### src/rtl/if_fetch_stage_pkg.sv
// ----------------------------------------------------------------------------
// if_pkg
// Shared definitions for the instruction-fetch stage and decode-side helpers:
// the fetch FSM state type, the jump format code, the bit positions of every
// field inside a 16-bit instruction word, and the decoded field bundle.
// ----------------------------------------------------------------------------
package if_pkg;

    typedef enum logic [2:0] {
        ST_ISSUE,
        ST_WAIT0,
        ST_ISSUE1,
        ST_WAIT1,
        ST_PRESENT,
        ST_DRAIN
    } fetch_state_t;

    localparam logic [1:0] FMT_JUMP = 2'b11;

    localparam int FMT_HI   = 15;
    localparam int FMT_LO   = 14;
    localparam int OP_HI    = 13;
    localparam int OP_LO    = 10;
    localparam int RD_HI    = 9;
    localparam int RD_LO    = 7;
    localparam int RS1_HI   = 6;
    localparam int RS1_LO   = 4;
    localparam int RS2_HI   = 3;
    localparam int RS2_LO   = 1;
    localparam int IMMF_BIT = 0;

    // imm shares its bits with reg2; immFlag tells decode which meaning applies.
    typedef struct packed {
        logic [1:0] fmt;
        logic [3:0] opcode;
        logic [2:0] regD;
        logic [2:0] reg1;
        logic [2:0] reg2;
        logic [2:0] imm;
        logic       immFlag;
    } if_fields_t;

endpackage

### src/rtl/if_fetch_stage_field_split.sv
// ----------------------------------------------------------------------------
// if_field_split
// Purely combinational splitter: one 16-bit instruction word in, the decoded
// field bundle out. Also used by decode-side checkers.
// Ports:
//   i_word   : 16-bit instruction word
//   o_fields : format/opcode/regD/reg1/reg2/imm/immFlag bundle
// ----------------------------------------------------------------------------
module if_field_split
    import if_pkg::*;
(
    input  logic [15:0] i_word,
    output if_fields_t  o_fields
);

    always_comb begin
        o_fields         = '0;
        o_fields.fmt     = i_word[FMT_HI:FMT_LO];
        o_fields.opcode  = i_word[OP_HI:OP_LO];
        o_fields.regD    = i_word[RD_HI:RD_LO];
        o_fields.reg1    = i_word[RS1_HI:RS1_LO];
        o_fields.reg2    = i_word[RS2_HI:RS2_LO];
        o_fields.imm     = i_word[RS2_HI:RS2_LO];
        o_fields.immFlag = i_word[IMMF_BIT];
    end

endmodule

### src/rtl/if_fetch_stage.sv
// ----------------------------------------------------------------------------
// if_fetch_stage
// Instruction-fetch stage feeding the IF/ID register. Owns the PC, reads 16-bit
// words from instruction memory (req/rvalid, one outstanding request), fetches
// the extra target word of jump-format instructions, holds its registered
// fields under a downstream stall and discards in-flight work on a redirect.
// Ports:
//   clk, rst                  : clock, synchronous active-high reset
//   imem_req / imem_addr      : read request and word address (same cycle)
//   imem_rvalid / imem_rdata  : read response
//   redirect_i/redirect_pc_i  : branch taken, restart fetch at new PC
//   ready_i                   : IF/ID accepts fields this cycle
//   valid_o + field outputs   : registered instruction fields, jmpLoc_o
// ----------------------------------------------------------------------------
module if_fetch_stage
    import if_pkg::*;
#(
    parameter int                ADDR_W   = 16,
    parameter logic [ADDR_W-1:0] RESET_PC = '0
)(
    input  logic              clk,
    input  logic              rst,
    output logic              imem_req,
    output logic [ADDR_W-1:0] imem_addr,
    input  logic              imem_rvalid,
    input  logic [15:0]       imem_rdata,
    input  logic              redirect_i,
    input  logic [ADDR_W-1:0] redirect_pc_i,
    input  logic              ready_i,
    output logic              valid_o,
    output logic [1:0]        format_o,
    output logic [3:0]        opcode_o,
    output logic [2:0]        regD_o,
    output logic [2:0]        reg1_o,
    output logic [2:0]        reg2_o,
    output logic [2:0]        imm_o,
    output logic              immFlag_o,
    output logic [15:0]       jmpLoc_o
);

    fetch_state_t      r_state;
    fetch_state_t      w_nextState;
    logic [ADDR_W-1:0] r_pc;
    logic [15:0]       r_ir;
    logic [15:0]       r_jmp;
    logic [15:0]       r_jmpLoc;
    logic              r_valid;
    if_fields_t        r_fields;
    if_fields_t        w_fields;

    logic w_req;
    logic w_irLoad;
    logic w_jmpLoad;
    logic w_jmpClear;
    logic w_pcInc;
    logic w_present;

    if_field_split u_split (
        .i_word   (r_ir),
        .o_fields (w_fields)
    );

    always_ff @(posedge clk) begin
        if (rst) begin
            r_state <= ST_ISSUE;
        end else begin
            r_state <= w_nextState;
        end
    end

    always_comb begin
        w_nextState = r_state;
        w_req       = 1'b0;
        w_irLoad    = 1'b0;
        w_jmpLoad   = 1'b0;
        w_jmpClear  = 1'b0;
        w_pcInc     = 1'b0;
        w_present   = 1'b0;

        case (r_state)
            ST_ISSUE: begin
                w_req       = 1'b1;
                w_nextState = ST_WAIT0;
            end
            ST_WAIT0: begin
                if (imem_rvalid) begin
                    w_irLoad = 1'b1;
                    w_pcInc  = 1'b1;
                    if (imem_rdata[FMT_HI:FMT_LO] == FMT_JUMP) begin
                        w_nextState = ST_ISSUE1;
                    end else begin
                        w_jmpClear  = 1'b1;
                        w_nextState = ST_PRESENT;
                    end
                end
            end
            ST_ISSUE1: begin
                w_req       = 1'b1;
                w_nextState = ST_WAIT1;
            end
            ST_WAIT1: begin
                if (imem_rvalid) begin
                    w_jmpLoad   = 1'b1;
                    w_pcInc     = 1'b1;
                    w_nextState = ST_PRESENT;
                end
            end
            ST_PRESENT: begin
                if (!r_valid || ready_i) begin
                    w_present   = 1'b1;
                    w_nextState = ST_ISSUE;
                end
            end
            ST_DRAIN: begin
                if (imem_rvalid) begin
                    w_nextState = ST_ISSUE;
                end
            end
            default: w_nextState = ST_ISSUE;
        endcase

        // A redirect cancels every update of this cycle. A response arriving in
        // the same cycle is consumed (and dropped) here, so only a request still
        // in flight after this edge needs the DRAIN state to swallow it.
        if (redirect_i) begin
            w_req      = 1'b0;
            w_irLoad   = 1'b0;
            w_jmpLoad  = 1'b0;
            w_jmpClear = 1'b0;
            w_pcInc    = 1'b0;
            w_present  = 1'b0;
            if ((r_state == ST_WAIT0 || r_state == ST_WAIT1 || r_state == ST_DRAIN)
                && !imem_rvalid) begin
                w_nextState = ST_DRAIN;
            end else begin
                w_nextState = ST_ISSUE;
            end
        end

        if (rst) begin
            w_req = 1'b0;
        end
    end

    // PC wraps modulo 2^ADDR_W; a jump at the last address fetches its target
    // from address 0 without any special handling.
    always_ff @(posedge clk) begin
        if (rst) begin
            r_pc     <= RESET_PC;
            r_ir     <= '0;
            r_jmp    <= '0;
            r_jmpLoc <= '0;
            r_valid  <= 1'b0;
            r_fields <= '0;
        end else if (redirect_i) begin
            r_pc    <= redirect_pc_i;
            r_valid <= 1'b0;
        end else begin
            if (w_pcInc) begin
                r_pc <= r_pc + ADDR_W'(1);
            end
            if (w_irLoad) begin
                r_ir <= imem_rdata;
            end
            if (w_jmpLoad) begin
                r_jmp <= imem_rdata;
            end else if (w_jmpClear) begin
                r_jmp <= '0;
            end
            if (w_present) begin
                r_fields <= w_fields;
                r_jmpLoc <= r_jmp;
                r_valid  <= 1'b1;
            end else if (r_valid && ready_i) begin
                r_valid <= 1'b0;
            end
        end
    end

    assign imem_req  = w_req;
    assign imem_addr = r_pc;
    assign valid_o   = r_valid;
    assign format_o  = r_fields.fmt;
    assign opcode_o  = r_fields.opcode;
    assign regD_o    = r_fields.regD;
    assign reg1_o    = r_fields.reg1;
    assign reg2_o    = r_fields.reg2;
    assign imm_o     = r_fields.imm;
    assign immFlag_o = r_fields.immFlag;
    assign jmpLoc_o  = r_jmpLoc;

endmodule
### config.mk
export PLATFORM = sky130hd
export DESIGN_NAME = if_fetch_stage
export DESIGN_NICKNAME = d
export VERILOG_FILES = /design/src/rtl/if_fetch_stage_pkg.sv /design/src/rtl/if_fetch_stage_field_split.sv /design/src/rtl/if_fetch_stage.sv
export SDC_FILE = /design/constraint.sdc
export NUM_CORES = 1
export LEC_CHECK = 0
export CORE_UTILIZATION = 40
export DETAILED_ROUTE_END_ITERATION = 10
export PLACE_DENSITY_LB_ADDON = 0.3
export RECOVER_POWER = 25
export SLEW_MARGIN = 20
export SYNTH_ARGS = -nofsm -noshare
export SYNTH_HDL_FRONTEND = slang
export SYNTH_HIERARCHICAL = 1
export SYNTH_SLANG_ARGS = --single-unit
### constraint.sdc
create_clock -name clk -period 2.5 [get_ports clk]
set_clock_uncertainty 0.2 [all_clocks]
set_input_delay 0.25 -clock clk [delete_from_list [all_inputs] [get_ports clk]]
set_output_delay 0.25 -clock clk [all_outputs]
set_load 0.02 [all_outputs]
Word-level counts from Yosys, hierarchy flattened
Index checks and enable logic that the tools add are counted.
- muxes and demuxes: 31
- bitwise operators: 1
- add/subtract/negate cells: 1
- eq/ne operators: 10
- reduce and logical (&&, ||, !) cells: 18
- operators by type and width (kind ; count):
    2-to-1 mux 16 bit ; 4
    2-to-1 mux 3 bit ; 7
    2-to-1 mux 1 bit ; 19
    one-hot mux 3 bit (6 select lines) ; 1
    adder 16 x 1 -> 16 bit (second input constant) ; 1
    != test 3 bit (second input constant) ; 4
    == test 3 x 2 -> 1 bit (second input constant) ; 2
    == test 3 bit (second input constant) ; 2
    AND reduction 2 bit ; 3
    nonzero test 2 bit ; 3
    OR reduction 2 bit ; 3
    AND reduction 4 bit ; 1
    == test 3 x 1 -> 1 bit (second input constant) ; 1
    logical NOT 3 bit ; 1
    logical OR 1 bit ; 3
    == test 2 bit (second input constant) ; 1
    logical AND 1 bit ; 2
    logical NOT 1 bit ; 2
    inverter 1 bit ; 1
- word-level logic and storage cells: 73
- output and inout port bits: 53
- register bits after elaboration: 84
- input port bits: 37

Longest topological paths before layout
Gate-level depths: netlist of the first run.
- depth in word-level cells: 7
- depth in mapped cells: 7
- depth with buffers taken out: 5

Hierarchy
Netlist of the first run, hierarchy kept.
- by module, submodules not included (module ; cells an instance ; area each (um2) ; sequential area each (um2) ; instances):
    if_fetch_stage ; 416 ; 3397.0 ; 1741.7 ; 1
    if_field_split ; 19 ; 142.6 ; 0.0 ; 1

Worst setup path before layout of the first run
Ideal clock, no wire load.
- path type: reg-to-reg
- start: reg r_pc[2] (netlist: imem_addr[2])
- end: reg r_pc[11] (netlist: imem_addr[11])
- required time: 2.209 ns
- cell stages (with the launch flop): 5
- clock period less this slack: 2.004 ns
- arrival time: 1.713 ns
- slack: 0.496 ns
- buffers on the path: 0
- library setup time: 0.091 ns
- cells stage by stage: dfxtp_1 -> nand3_2 -> or3_1 -> or4_1 -> a311oi_1
- cells in the longest elaborated chain, start to end: 3
- RTL lines (item ; line ; RTL):
    from (decl) ; if_fetch_stage.sv:43 ; logic [ADDR_W-1:0] r_pc;
    from (signal assigned) ; if_fetch_stage.sv:156 ; r_pc <= redirect_pc_i;
    from (signal assigned) ; if_fetch_stage.sv:160 ; r_pc <= r_pc + ADDR_W'(1);
    adder 16 x 1 -> 16 bit ; if_fetch_stage.sv:160 ;
    2-to-1 mux 16 bit ; if_fetch_stage.sv:159 ; if (w_pcInc) begin
    2-to-1 mux 16 bit ; if_fetch_stage.sv:155 ; end else if (redirect_i) begin
Every way passes these cells. The select of a mux whose other input is x is not followed.
A chain may end at the register's enable or synchronous reset.

Worst setup path in the final report of the first run
- start: in redirect_i
- end: reg r_state[2]
- cells in the longest elaborated chain, start to end: 2
- elaborated cells between the ends (all ways): 6
- classes of those cells: eq/ne: 4; mux: 1; reduce/logical: 1
- RTL lines (item ; line ; RTL):
    from (decl) ; if_fetch_stage.sv:27 ; input logic redirect_i,
    != test 3 bit (no line) ; n/a ;
    AND reduction 4 bit (no line) ; n/a ;
    to (signal assigned) ; if_fetch_stage.sv:67 ; r_state <= w_nextState;
    to (decl) ; if_fetch_stage.sv:41 ; fetch_state_t r_state;
Several ways; a longest one is shown, not always the timed one.

==> out/qor.txt, run 1 <==
Outcome -> complete, no violations
Most common cell after layout, fill and taps aside -> nand2_1
Seq/Total Area, Yosys -> 49.2%
Maximum buffer depth of the clock tree -> 2
Crit-path cells -> clkdlybuf4s50_1 > clkbuf_1 > inv_1 > clkbuf_2 > a21bo_2 > a31oi_1 > a311oi_1
Layout area overhead -> 29.4%
Most frequent cells in the layout -> nand2_1, dfxtp_1, clkdlybuf4s50_1
Slowest cell on crit path -> clkbuf_1
CTS tree -> yes
Fin cells -> 606
Fmax -> 446 MHz
Vias -> 3120
Antenna diodes -> 0
Cts repair resizes -> 0
Crit path buf inv count -> 4
Final Setup Violations -> 0
Largest net degree at the start of global routing -> 86
Worst Setup End Kind -> register
Critical path's largest stage delay -> 0.58 ns
Register bit total from synthesis -> 87
DRC viols -> 0
Simple-gate area share of the yosys netlist -> 22.9%
Io pins -> 90
Critical Path Source -> redirect_i
Die ar. -> 9230 um2
Initial antenna violation count -> 0
Site Rows -> 33
RSZ-0062 raised after global routing -> no
Die height -> 96.1 um
Tmin final -> 2.24 ns
Hold_sp -> r_jmp[11]$_SDFFE_PP0P_
Gpl congestion -> 0.884
Final core utilization -> 54.6%
Vias in the first global route -> 2866
Synth warnings -> 6
Lkg Pwr -> 1.60 nW
Syn Std Cell Area -> 3540 um2
Final count of hold timing violations -> 0
Maximum capacitance violations -> 0
Unique masters post-synth -> 39
Min-Delay Path Class -> register to register
Share of cells above drive strength 1 -> 5.99%
Tightest Pin Transition -> 0.851 ns
Clock Root Buffer -> clkbuf_8
Postcts setup bufs -> 0
Largest family of logic cells by synthesized area -> simple AND/OR/NAND/NOR gates
P per Cell Area -> 594 nW/um2
Critical Path AT -> 2.24 ns
Hold buffer count at cts -> 0
Mux cell area share after synthesis -> 0.884%
Starting Density -> 42.2%
TritonCTS buffer count -> 9
Fin nets -> 534
Worst setup SP type -> primary input
Core Box Area -> 8380 um2
Final Hold Slack -> 0.250 ns
Worst IR Drop VDD -> 0.000342 V
Setup TNS Final -> 0 ns
Reg clk slew, reported paths -> 0.09 ns
CP Data Required Time -> 2.49 ns
Crit share post-route -> 89.7%
GRT Util Overall -> 19.1%
Crit Path Class -> primary input to register
Adder-cell share of the synthesized area -> 0.353%
Synthesized instance count -> 435
Crit path max-delay family -> buffers and inverters
Post-synthesis compound-gate area fraction -> 16.1%
Hpwl dp -> 5.83 mm
Total grt overflow -> 0
Syn_area_per_cell -> 8.14 um2
Post-Syn Nets -> 473
Max-slew headroom -> 43.3%
Antenna viol nets, final -> 0
Drt initial violations -> 177
Die width -> 96.1 um
Clock Latency Late Sink -> 0.35 ns
Clk sinks -> 87
Buffers on Ports -> 89
Routed wire length -> 8.46 mm
First-pass GRT wire length -> 13.6 mm
Post-synthesis xor/xnor area fraction -> 2.47%
CTS H-tree lvls -> 3
WL/cell -> 14.0 um
Drt pass-1 iters -> 5
Final worst setup slack -> 0.257 ns
Reg-to-Reg Start -> imem_addr[0]$_SDFFE_PP0P_
Pre-CTS worst setup slack -> 0.167 ns
Placed insts -> 590
Final Slew Violations -> 0
Crit-path max FO -> 16
Post-DR vias/cell -> 5.15
area by class of cell:
| cell class | count | area [um2] |
|---|---|---|
| Timing Repair Buffer | 99 | 963 |
| Sequential cell | 87 | 1740 |
| Multi-Input combinational cell | 293 | 1520 |
| Clock inverter | 6 | 67.6 |
| Clock buffer | 10 | 138 |
| Fill cell | 791 | 3800 |
| Tap cell | 105 | 131 |
| Inverter | 6 | 22.5 |
synthesized netlist by cell type, drive strengths merged:
master / number / area, um2
nor2: 35 / 131
o211a: 1 / 10.0
or4: 1 / 7.51
a31oi: 1 / 6.26
nor4: 8 / 50.1
ha: 1 / 12.5
nor3b: 1 / 12.5
a21oi: 56 / 280
and4b: 1 / 10.0
xnor2: 10 / 87.6
inv: 6 / 22.5
mux2i: 2 / 20.0
a21bo: 1 / 10.0
nand4b: 2 / 17.5
o2111a: 1 / 11.3
o31ai: 1 / 7.51
a311oi: 3 / 26.3
o21a: 1 / 7.51
a211oi: 9 / 67.6
nand2b: 1 / 6.26
nand3b: 4 / 30.0
clkbuf: 24 / 90.1
dfxtp: 87 / 1740
nor4b: 2 / 17.5
nand4: 3 / 18.8
buf: 25 / 173
nor2b: 1 / 6.26
nand3: 4 / 25.0
nand2: 113 / 427
a22oi: 16 / 120
mux2: 1 / 11.3
and4: 1 / 8.76
o211ai: 1 / 7.51
or3: 3 / 18.8
nor3: 5 / 25.0
o21ai: 3 / 15.0
state kept, by name (all words and copies together), names as in the netlist:
register and count:
opcode_o 4, immFlag_o 1, r_jmp 16, regD_o 3, format_o 2, reg1_o 3
valid_o 1, r_state 3, r_ir 16, jmpLoc_o 16, reg2_o 3, imem_addr 16
imm_o 3
path summary, 6_finish.rpt:
kind	endpoint	depth (start not counted)	slack [ns]
max reg2reg	imem_addr[12]$_SDFFE_PP0P_	5	0.44
max	r_state[2]$_SDFFE_PP0P_	7	0.26
min	jmpLoc_o[11]$_SDFFE_PP0P_	2	0.25
min reg2reg	jmpLoc_o[11]$_SDFFE_PP0P_	2	0.25
per-layer routing:
layer  up-vias  share of wire [%]  track usage, %
met2        97                 47            30.1
met5         -                  0               0
met1      1432                 45            24.2
met4         0                1.7            9.83
li1       1576                  -               -
met3        15                5.8            4.66
logic make-up after synthesis:
| kind of cell | count (synthesis) |
|---|---|
| multiplexers | 3 |
| flip-flops | 87 |
| adder cells (fa/ha/maj) | 1 |
| AND/OR/NAND/NOR | 185 |
| XOR/XNOR | 10 |
| buffers and inverters | 55 |
| AO/OA/AOI/OAI | 94 |
worst min-delay path: stages (launching register included):
cell and delay, ns:
dfxtp_1 0.32, nand2_1 0.05, a21oi_1 0.05
power breakdown:
part           total [mW]  internal, mW  switching (mW)
sequential           1.45          1.41          0.0352
clock                1.01         0.497           0.512
combinational       0.261         0.126           0.135
per-stage QoR:
stage / total power, mW / area [um2]
after detailed placement: 1.74 / 4390
after global placement: 1.74 / 4390
after global routing: 2.83 / 4580
after floorplan: 1.62 / 3540
final: 2.72 / 4580
after CTS: 2.74 / 4590
Note: power is estimated with default switching activity, not from simulation.
==> run 2, diff against run 1 <==
--- a/config.mk
+++ b/config.mk
@@ -5,7 +5,7 @@
 export SDC_FILE = /design/constraint.sdc
 export NUM_CORES = 1
 export LEC_CHECK = 0
-export CORE_UTILIZATION = 40
+export CORE_UTILIZATION = 29
 export DETAILED_ROUTE_END_ITERATION = 10
 export PLACE_DENSITY_LB_ADDON = 0.3
 export RECOVER_POWER = 25
==> run 2 against run 1 <==
Net effect: clock-buffer cell count is 1 lower; sequential share of layout area is 1.4 points lower; non-clock buffer count is 3 higher; maximum frequency is 4.6% lower; sequential cell count stayed put; global-route usage is 4.4 points lower; first-iteration DRC count is 10% higher; register-to-register slack better by 0.03 ns; hold slack worse by 0.0068 ns; sequential power hardly changed; cell count is 6.8% higher; clock power is 33% higher; largest power group unchanged.
==> out/qor.txt, run 2 (same netlist as run 1, synthesis figures left out) <==
Outcome -> complete, no violations
Min-Delay Path Class -> primary input to register
FILL cells -> 1212
Antenna viol nets, final -> 0
Clock Root Buffer -> clkbuf_16
Hpwl dp -> 6.31 mm
Final count of hold timing violations -> 0
Reg clk slew, reported paths -> 0.07 ns
GRT Util Overall -> 14.8%
Cts repair resizes -> 0
Register area -> 1740 um2
Die height -> 112 um
Final Slew Violations -> 0
TritonCTS buffer count -> 9
Post-DR vias/cell -> 4.85
Initial antenna violation count -> 0
Postcts setup bufs -> 0
First-pass GRT wire length -> 14.8 mm
CP endpoint -> imem_req
Site Rows -> 39
Final Hold Slack -> 0.243 ns
Final Cell Area -> 4750 um2
Critical R2R Capture -> imem_addr[11]$_SDFFE_PP0P_
Vias in the first global route -> 2953
Switching Share -> 26.4%
RSZ-0062 raised after global routing -> no
WL/cell -> 14.1 um
Critical Path AT -> 1.90 ns
Share of cells above drive strength 1 -> 6.75%
Maximum buffer depth of the clock tree -> 2
Fmax -> 425 MHz
Lkg Pwr -> 1.61 nW
Worst Setup End Kind -> primary output
R2R Setup Slk -> 0.47 ns
CTS H-tree lvls -> 3
Reg-to-Reg Start -> imem_addr[2]$_SDFFE_PP0P_
Die ar. -> 12700 um2
Vias -> 3139
Crit share post-route -> 94.0%
Tmin final -> 2.35 ns
Most frequent cells in the layout -> nand2_1, dfxtp_1, clkdlybuf4s50_1
Critical Path Source -> redirect_i
Internal power -> 2.25 mW
Final core utilization -> 40.7%
Seq pwr share -> 47.5%
Largest net degree at the start of global routing -> 59
Final Setup Violations -> 0
Antenna diodes -> 0
Die width -> 112 um
Fin cells -> 647
Gpl congestion -> 0.772
Crit Path Class -> primary input to primary output
Setup TNS Final -> 0 ns
Core Box Area -> 11700 um2
Max-slew headroom -> 48.6%
R2r worst-path depth -> 4
Clk sinks -> 87
Routed wire length -> 9.12 mm
Pre-CTS worst setup slack -> 0.183 ns
Net Switching -> 806 uW
Total power -> 3.06 mW
Drt initial violations -> 195
Crit-path max FO -> 2
CP Data Required Time -> 2.05 ns
Io pins -> 90
DRC viols -> 0
Drt pass-1 iters -> 4
Clock Latency Late Sink -> 0.34 ns
Total grt overflow -> 0
Placed insts -> 631
CTS tree -> yes
Tightest Pin Transition -> 0.771 ns
Buffers on Ports -> 89
Layout area overhead -> 34.2%
Worst IR Drop VDD -> 0.000317 V
DP Area -> 4470 um2
Combinational share of power -> 8.7%
Final worst setup slack -> 0.150 ns
Most common cell after layout, fill and taps aside -> nand2_1
P per Cell Area -> 643 nW/um2
Multi-input combinational cell area -> 1520 um2
Maximum capacitance violations -> 0
Clock Power Share -> 43.8%
Hold buffer count at cts -> 0
Worst setup SP type -> primary input
Fin nets -> 537
Starting Density -> 30.4%
==> run 2: critical path: stages <==
cell	delay, ns
dlygate4sd3_1	0.58
nor4_1	0.37
clkdlybuf4s50_1	0.70
==> run 2: how the worst min path moves through the flow <==
stage,startpoint,end,slack (ns),cells past startpoint
CTS,rst,r_jmp[15]$_SDFFE_PP0P_,0.22,3
global placement,r_ir[15]$_SDFFE_PP0P_,r_ir[15]$_SDFFE_PP0P_,0.24,2
detailed placement,jmpLoc_o[14]$_SDFFE_PP0P_,jmpLoc_o[14]$_SDFFE_PP0P_,0.25,2
global route,rst,r_jmp[14]$_SDFFE_PP0P_,0.25,3
finish,rst,r_jmp[15]$_SDFFE_PP0P_,0.24,3
floorplan,imem_rdata[0],r_ir[0]$_SDFFE_PP0P_,0.19,2
==> run 2: layer usage <==
layer / track usage, % / part of all wire (%) / vias up
met1: 19.0 / 48 / 1456
met4: 3.64 / 0.34 / 0
met5: 0 / 0 / -
li1: - / - / 1595
met2: 24.1 / 46 / 86
met3: 4.54 / 5.3 / 2
==> run 2: area by class of cell <==
type                       count  area share, %
tap                          143           3.77
clock buffer                   9           4.74
inverter                       6          0.474
timing repair buffer         102           20.8
clock inverter                 7           1.58
sequential                    87           36.7
multi-input combinational    293           32.0
==> run 2: power groups by stage <==
stage	logic, mW	registers [mW]	clock network [mW]
after floorplan	0.128	1.49	0
after global placement	0.267	1.48	0
after detailed placement	0.269	1.48	0
after CTS	0.271	1.45	1.37
after global routing	0.287	1.45	1.44
final	0.266	1.45	1.34
==> run 3, diff against run 2 <==
--- a/config.mk
+++ b/config.mk
@@ -14,3 +14,4 @@
 export SYNTH_HDL_FRONTEND = slang
 export SYNTH_HIERARCHICAL = 1
 export SYNTH_SLANG_ARGS = --single-unit
+export TNS_END_PERCENT = 10
==> results of run 3 <==
No change in the layout: final DEF, timing and power equal those of run 2.
==> RTL edit (settings of run 1) <==
Encoding of `fetch_state_t`: now one-hot (6 bits for 6 states).
--- a/src/rtl/if_fetch_stage_pkg.sv
+++ b/src/rtl/if_fetch_stage_pkg.sv
@@ -8,9 +8,9 @@
 
-    typedef enum logic [2:0] {
-        ST_ISSUE,
-        ST_WAIT0,
-        ST_ISSUE1,
-        ST_WAIT1,
-        ST_PRESENT,
-        ST_DRAIN
+    typedef enum logic [5:0] {
+        ST_ISSUE   = 6'b000001,
+        ST_WAIT0   = 6'b000010,
+        ST_ISSUE1  = 6'b000100,
+        ST_WAIT1   = 6'b001000,
+        ST_PRESENT = 6'b010000,
+        ST_DRAIN   = 6'b100000
     } fetch_state_t;
Formal check against the unedited RTL: same outputs for any inputs over 10 cycles, from zero or initial values and one cycle with rst high; not proved beyond that.
==> RTL edit against run 1 <==
  * Setup slack got worse by 0.15 ns
  * Hold slack worse by 0.094 ns
  * Largest power group unchanged
  * Total power is 0.45% higher
  * Routed wire length up 10%
  * Synthesized area up 6.4%
  * Largest cell class unchanged
  * Sequential cell count up 3
  * Design area up 5.6%
==> RTL edit: results (changes against run 1) <==
Status: completed (unchanged)
Logic pwr share: 9.0% (was 9.6%)
Multi-input gate area: 1680 sq um (was 1520 sq um)
Comb_multi_in: 281 (was 293)
R2R cell count: 4 (was 5)
Initial DRC count: 170 (was 177)
Reg2reg start: r_state[3] (was imem_addr[0])
Largest net degree at the start of global routing: 61 (was 86)
Top post-synthesis cells by count: dfxtp_1, nand2_1, a21oi_1 (was nand2_1, dfxtp_1, a21oi_1)
First-pass GRT wire length: 15.2 mm (was 13.6 mm)
DP Wirelength: 6.28 mm (was 5.83 mm)
Xor-xnor portion of the synthesized cell area: 2.29% (was 2.47%)
Seq cells: 90 (was 87)
Number of global-route vias before repair: 3,186 (was 2,866)
Synth unique cells: 49 (was 39)
Worst-case hold path end point: imem_addr[9] (was jmpLoc_o[11])
Grt met3 use: 4.11% (was 4.66%)
Hold Path Class: in2reg (was reg2reg)
Final GP Congestion: 0.854 (was 0.884)
Net count after synthesis: 466 (was 473)
Worst setup path startpoint: r_state[5] (was redirect_i)
Vias: 3,309 (was 3,120)
Sw frac: 24.8% (was 25.1%)
Fin nets: 531 (was 534)
Non-clock buffer share: 20.6% (was 21.0%)
RR Endpoint: imem_addr[15] (was imem_addr[12])
Leak: 1.90 nW (was 1.60 nW)
CP Max Fanout: 6 (was 16)
Synth Area in Adders: 0.332% (was 0.353%)
Routed Wire Length: 9.31 mm (was 8.46 mm)
GR Util met2: 32.5% (was 30.1%)
Drt first pass iters: 4 (was 5)
Worst-Margin Slew: 0.625 ns (was 0.851 ns)
Crit path to: imem_req (was r_state[2])
[RTL edit: worst max-delay path, stage by stage (launching register included)]
cell and delay, ns:
dfxtp_1 0.40, nor4_2 0.38, and3_1 0.21, clkdlybuf4s50_1 0.60
[RTL edit: repair_timing]
| action | 4_1_cts | 5_1_grt |
|---|---|---|
| setup endpoints to repair | 1 | 0 |
| hold buffers | 0 | 0 |
| gates resized for setup | 1 | 0 |
[RTL edit: through the flow]
stage | total power [mW] | hold slack, ns | worst slack (ns) | area, sq um
after floorplan | 1.62 | 0.176 | 0.393 | 3770
after global placement | 1.75 | 0.242 | 0.336 | 4630
after detailed placement | 1.76 | 0.247 | 0.252 | 4630
after CTS | 2.75 | 0.130 | 0.0923 | 4840
after global routing | 2.85 | 0.146 | 0.0278 | 4840
final | 2.73 | 0.156 | 0.112 | 4840
